[src/rtl/skew_fifo_bank.sv]
// rtl/skew_fifo_bank.sv - bank of parallel-load shift FIFOs feeding one systolic array edge
// Each lane loads a whole packet in one cycle and drains one element per bubble cycle.
module skew_fifo_bank #(
  parameter int DATA_WIDTH       = 16,
  parameter int ARRAY_SIZE       = 16,
  parameter int FIFO_BUFFER_SIZE = 16,
  parameter int COUNT_WIDTH      = 5
) (
  input  logic                                   clk,
  input  logic                                   rst,
  input  logic [ARRAY_SIZE-1:0]                  lane_rsts,
  input  logic [ARRAY_SIZE-1:0]                  lane_injects,
  input  logic [ARRAY_SIZE-1:0]                  lane_bubbles,
  input  logic [FIFO_BUFFER_SIZE*DATA_WIDTH-1:0] input_data,
  output logic [ARRAY_SIZE*DATA_WIDTH-1:0]       lane_outputs,
  output logic [ARRAY_SIZE*COUNT_WIDTH-1:0]      lane_counts,
  output logic [ARRAY_SIZE-1:0]                  lane_empty,
  output logic                                   all_empty
);

  localparam logic [COUNT_WIDTH-1:0] FULL_COUNT = COUNT_WIDTH'(FIFO_BUFFER_SIZE);

  for (genvar i = 0; i < ARRAY_SIZE; i++) begin : g_lane
    logic [DATA_WIDTH-1:0]  mem [FIFO_BUFFER_SIZE];
    logic [COUNT_WIDTH-1:0] count;
    logic [DATA_WIDTH-1:0]  out_q;

    // Output register is zero except right after a successful pop, so the array sees zeros outside the drain window.
    always_ff @(posedge clk) begin
      if (rst || lane_rsts[i]) begin
        for (int e = 0; e < FIFO_BUFFER_SIZE; e++) mem[e] <= '0;
        count <= '0;
        out_q <= '0;
      end else if (lane_injects[i]) begin
        for (int e = 0; e < FIFO_BUFFER_SIZE; e++)
          mem[e] <= input_data[e*DATA_WIDTH +: DATA_WIDTH];
        count <= FULL_COUNT;
        out_q <= '0;
      end else if (lane_bubbles[i] && (count != '0)) begin
        out_q <= mem[0];
        for (int e = 0; e < FIFO_BUFFER_SIZE - 1; e++) mem[e] <= mem[e+1];
        mem[FIFO_BUFFER_SIZE-1] <= '0;
        count <= count - 1'b1;
      end else begin
        out_q <= '0;
      end
    end

    assign lane_outputs[i*DATA_WIDTH +: DATA_WIDTH]   = out_q;
    assign lane_counts[i*COUNT_WIDTH +: COUNT_WIDTH]  = count;
    assign lane_empty[i]                              = (count == '0);
  end

  assign all_empty = &lane_empty;

endmodule
[config.mk]
export PLATFORM = sky130hd
export DESIGN_NAME = skew_fifo_bank
export DESIGN_NICKNAME = d
export VERILOG_FILES = /design/src/rtl/skew_fifo_bank.sv
export SDC_FILE = /design/constraint.sdc
export NUM_CORES = 2
export LEC_CHECK = 0
export BUFFER_PORTS_ARGS = -buffer_cell sky130_fd_sc_hd__buf_2
export CORE_MARGIN = 1.5
export CORE_UTILIZATION = 50
export DETAILED_ROUTE_END_ITERATION = 12
export GPL_TIMING_DRIVEN = 0
export PLACE_DENSITY = 0.66
export RECOVER_POWER = 100
export SYNTH_ARGS = -nofsm -noshare
export SYNTH_HDL_FRONTEND = slang
export SYNTH_SLANG_ARGS = --single-unit
[constraint.sdc]
create_clock -name clk -period 8.4 [get_ports clk]
set_clock_uncertainty 0.15 [all_clocks]
set_input_delay 0.84 -clock clk [delete_from_list [all_inputs] [get_ports clk]]
set_output_delay 0.84 -clock clk [all_outputs]
set_load 0.02 [all_outputs]
==> flow_metrics.py <==
metrics = {
    "layout": {
        "layout.nets": 12500,
        "drive_gt1_share_pct": 9.25,
        "layout.cells.non_filler": 17300,
        "layout_common_cells": "a22o_1 (3840), edfxtp_1 (3840), clkbuf_1 (1329), dfxtp_1 (592), nand2_1 (528)",
        "areaGrowthSynthToFinish_pct": 12.8,
    },
    "floorplanning": {
        "die-area_um2": 356000,
        "rows": 217,
        "initial_core_util_pct": 50.3,
        "io_pins": 659,
        "core_area_um2": 350000,
        "die-width_um": 596,
        "die_y_um": 596,
    },
    "routing": {
        "ant_nets": 0,
        "wl_per_cell_um": 34.7,
        "drtIter0Drc": 16300,
        "wirelength_mm": 599,
        "vias": 111000,
        "drcViolationCount": 1,
        "viasPerCell": 6.42,
        "dr.pass1.iters": 10,
    },
    "clock_network": {
        "numCtsBuffers": 451,
        "cts_resized": 0,
        "htree_levels": 5,
        "root_buffer": "clkbuf_16",
        "cts_sinks": 4432,
        "clk_pin_slew_ns": 0.06,
        "cts_max_path_buffers": 4,
        "cts_tree": "built",
        "clock_latency_ns": 1.01,
    },
    "yosys": {
        "syn_area_per_cell_um2": 15.6,
        "seq_area_frac_synth_pct": 72.2,
        "netlist-cell-type-count": 36,
        "yosys.area.top_type": "edfxtp_1",
        "synth_top_cell_area_share_pct": 65.5,
        "synth.cell_area_um2": 176000,
        "syn_inst": 11300,
        "synthTopCellsByArea": "edfxtp_1 (65%), a22o_1 (19%), dfxtp_1 (6.7%)",
        "syn_nets": 11600,
        "synth-seq-cells": 4432,
        "yosys_warnings": 0,
    },
    "sta": {
        "setup_viol": 0,
        "worst_pin_slew_ns": 4.37,
        "whs_ns": 0.0502,
        "rsz0062_at_grt": "no",
        "period_needed_ns": 7.16,
        "finalSetupTns_ns": 0,
        "final_max_slew_viol_count": 2347,
        "fin_ws_ns": 1.24,
        "slew_headroom_pct": -191,
        "hold_viol_final": 0,
        "clock.fmax_mhz": 140,
        "fin_crit_sh_pct": 85.2,
    },
    "power": {
        "p_sw_w": 0.0112,
        "internal_power_w": 0.0373,
        "p_comb_share_pct": 5.5,
        "swShare_pct": 23.0,
        "totalPowerFinal_w": 0.0485,
        "p_leak_nw": 76.7,
        "seqPwrFrac_pct": 53.1,
        "powerDensity_nw_per_um2": 244,
        "ir_worst_vdd_mv": 0.185,
        "clkPwrFrac_pct": 41.4,
    },
    "flow_run": {
        "cap_viol_max_count": 66,
    },
    "setup_path": {
        "crit_path_top_delay_cell": "clkbuf_1",
        "endpoint": "g_lane[6].mem[0][12]",
        "critPathBufInv": 5,
        "r2r_cells": 9,
        "reg2reg_to": "g_lane[12].mem[10][15]",
        "cp-end-kind": "flop",
        "path_cells": "clkbuf_1 > clkbuf_1 > clkbuf_1 > nor3b_1 > clkbuf_1 > clkbuf_1 > a22o_1",
        "crit_family": "buffers and inverters",
        "path_max_fanout": 10,
        "startpoint": "rst",
        "arrival_ns": 7.74,
        "start_kind": "input port",
        "cp_slowest_stage_delay_ns": 1.61,
        "worstSetupPathType": "input port to flop",
        "critPathRequiredTime_ns": 8.97,
        "rrSetupSlack_ns": 2.45,
        "r2r-start": "g_lane[12].count[0]",
        "crit_cells": 7,
        "crit_path_frequent_cell": "clkbuf_1",
    },
    "placed_design": {
        "dp.cells": 16300,
        "gp_congestion": 1.01,
        "pre_cts_slack_ns": 2.89,
        "hpwlAfterDp_mm": 472,
        "io_buffers": 385,
    },
    "status": {
        "status": "complete, but fails checks",
        "violations": "design-rule violations, max-capacitance violations, max-slew violations",
    },
    "min_path": {
        "hp-class": "input port to flop",
    },
    "global_route": {
        "antenna_found_initial": 72,
        "grt_max_degree": 86,
        "grt_overflow": 0,
        "grt_pass1_vias": 105000,
        "grt_pass1_wl_mm": 814,
        "grtUsageTotal_pct": 32.6,
    },
}
==> repair_timing <==
item,in CTS,in global routing
hold buffers,11,0
setup buffers,0,0
hold endpoints to repair,9,0
setup endpoints to repair,0,0
==> through the flow <==
stage                     utilization (%)  area [µm²]
after floorplan                         -      176000
after global placement               52.5      184000
after detailed placement             52.9      185000
after CTS                            57.1      200000
after global routing                 56.7      198000
final                                56.7      199000
==> cell families (layout without fill, tap and decap cells) <==
family | count (synthesis) | count (layout) | share of synthesized area [%]
flops | 4432 | 4432 | 72.2
compound gates | 4320 | 4320 | 20.7
buf+inv | 1575 | 2862 | 4.12
simple gates | 949 | 949 | 2.73
fa+ha+maj | 16 | 16 | 0.114
xor+xnor | 16 | 16 | 0.0796
other cells | 0 | 77 | 0
==> final cells by class <==
class,instances,area [µm²]
Clock inverter,248,2400
Inverter,64,243
Clock buffer,597,12400
Antenna cell,77,193
Timing Repair Buffer,442,2210
Fill cell,27100,151000
Sequential cell,4432,127000
Multi-Input combinational cell,5301,41600
Buffer,1511,6670
Tap cell,4599,5750
==> synth_stat cells <==
cell type / instances
o21ai_0: 17
o21a_1: 16
clkbuf_2: 4
xor2_1: 16
a21o_1: 48
clkbuf_1: 590
inv_1: 48
clkinv_2: 2
nor4_1: 1
or4b_1: 16
nand4_1: 4
nand3_1: 16
edfxtp_1: 3840
buf_2: 506
a22o_1: 3840
nor3_2: 13
dfxtp_1: 592
buf_1: 275
a311oi_1: 16
or3b_2: 16
o311ai_0: 16
buf_6: 51
and2_1: 256
nor2_1: 32
a21oi_1: 304
or3_1: 32
nor3_4: 3
buf_4: 85
nand2_1: 528
or4_1: 16
inv_2: 14
o31ai_2: 3
nor3b_2: 16
o31ai_1: 28
ha_1: 16
o31a_1: 32
==> worst min-delay path by stage <==
stage | to | cells after the start | from
2_1_floorplan | g_lane[0].out_q[0] | 1 | g_lane[0].mem[0][0]
3_3_place_gp | g_lane[6].out_q[0] | 1 | g_lane[6].mem[0][0]
4_1_cts | g_lane[4].count[4] | 3 | lane_rsts[4]
6_report | g_lane[4].count[4] | 3 | lane_rsts[4]
3_5_place_dp | g_lane[3].out_q[14] | 1 | g_lane[3].mem[0][14]
5_1_grt | g_lane[4].count[4] | 3 | lane_rsts[4]
==> metal layers <==
metal	GRT usage, %	share of wire, %	vias up
li1	-	-	47300
met5	0	0.063	-
met1	42.0	38	54900
met3	6.49	9.5	1714
met2	51.0	45	6929
met4	20.6	7.3	22
==> sequential cells by signal (all words and copies together), names as in the netlist <==
register	count
g_lane.out_q	256
g_lane.mem	4096
g_lane.count	80
==> power by group through the flow <==
stage | sequential, W | clock, W | combinational (W)
2_1_floorplan | 0.0259 | 0 | 0.00141
3_3_place_gp | 0.0262 | 0 | 0.00251
3_5_place_dp | 0.0262 | 0 | 0.00265
4_1_cts | 0.0257 | 0.0201 | 0.00266
5_1_grt | 0.0258 | 0.0209 | 0.00271
6_report | 0.0258 | 0.0201 | 0.00266
==> worst register-to-register path, stage by stage, from the launching register on <==
cell	delay (ns)
dfxtp_1	0.37
inv_1	0.08
ha_1	0.23
or4b_1	0.17
clkbuf_1	0.59
inv_1	0.54
nor3_1	0.57
clkbuf_1	1.15
clkbuf_1	1.30
a22o_1	0.57
(Power assumes the default switching activity.)
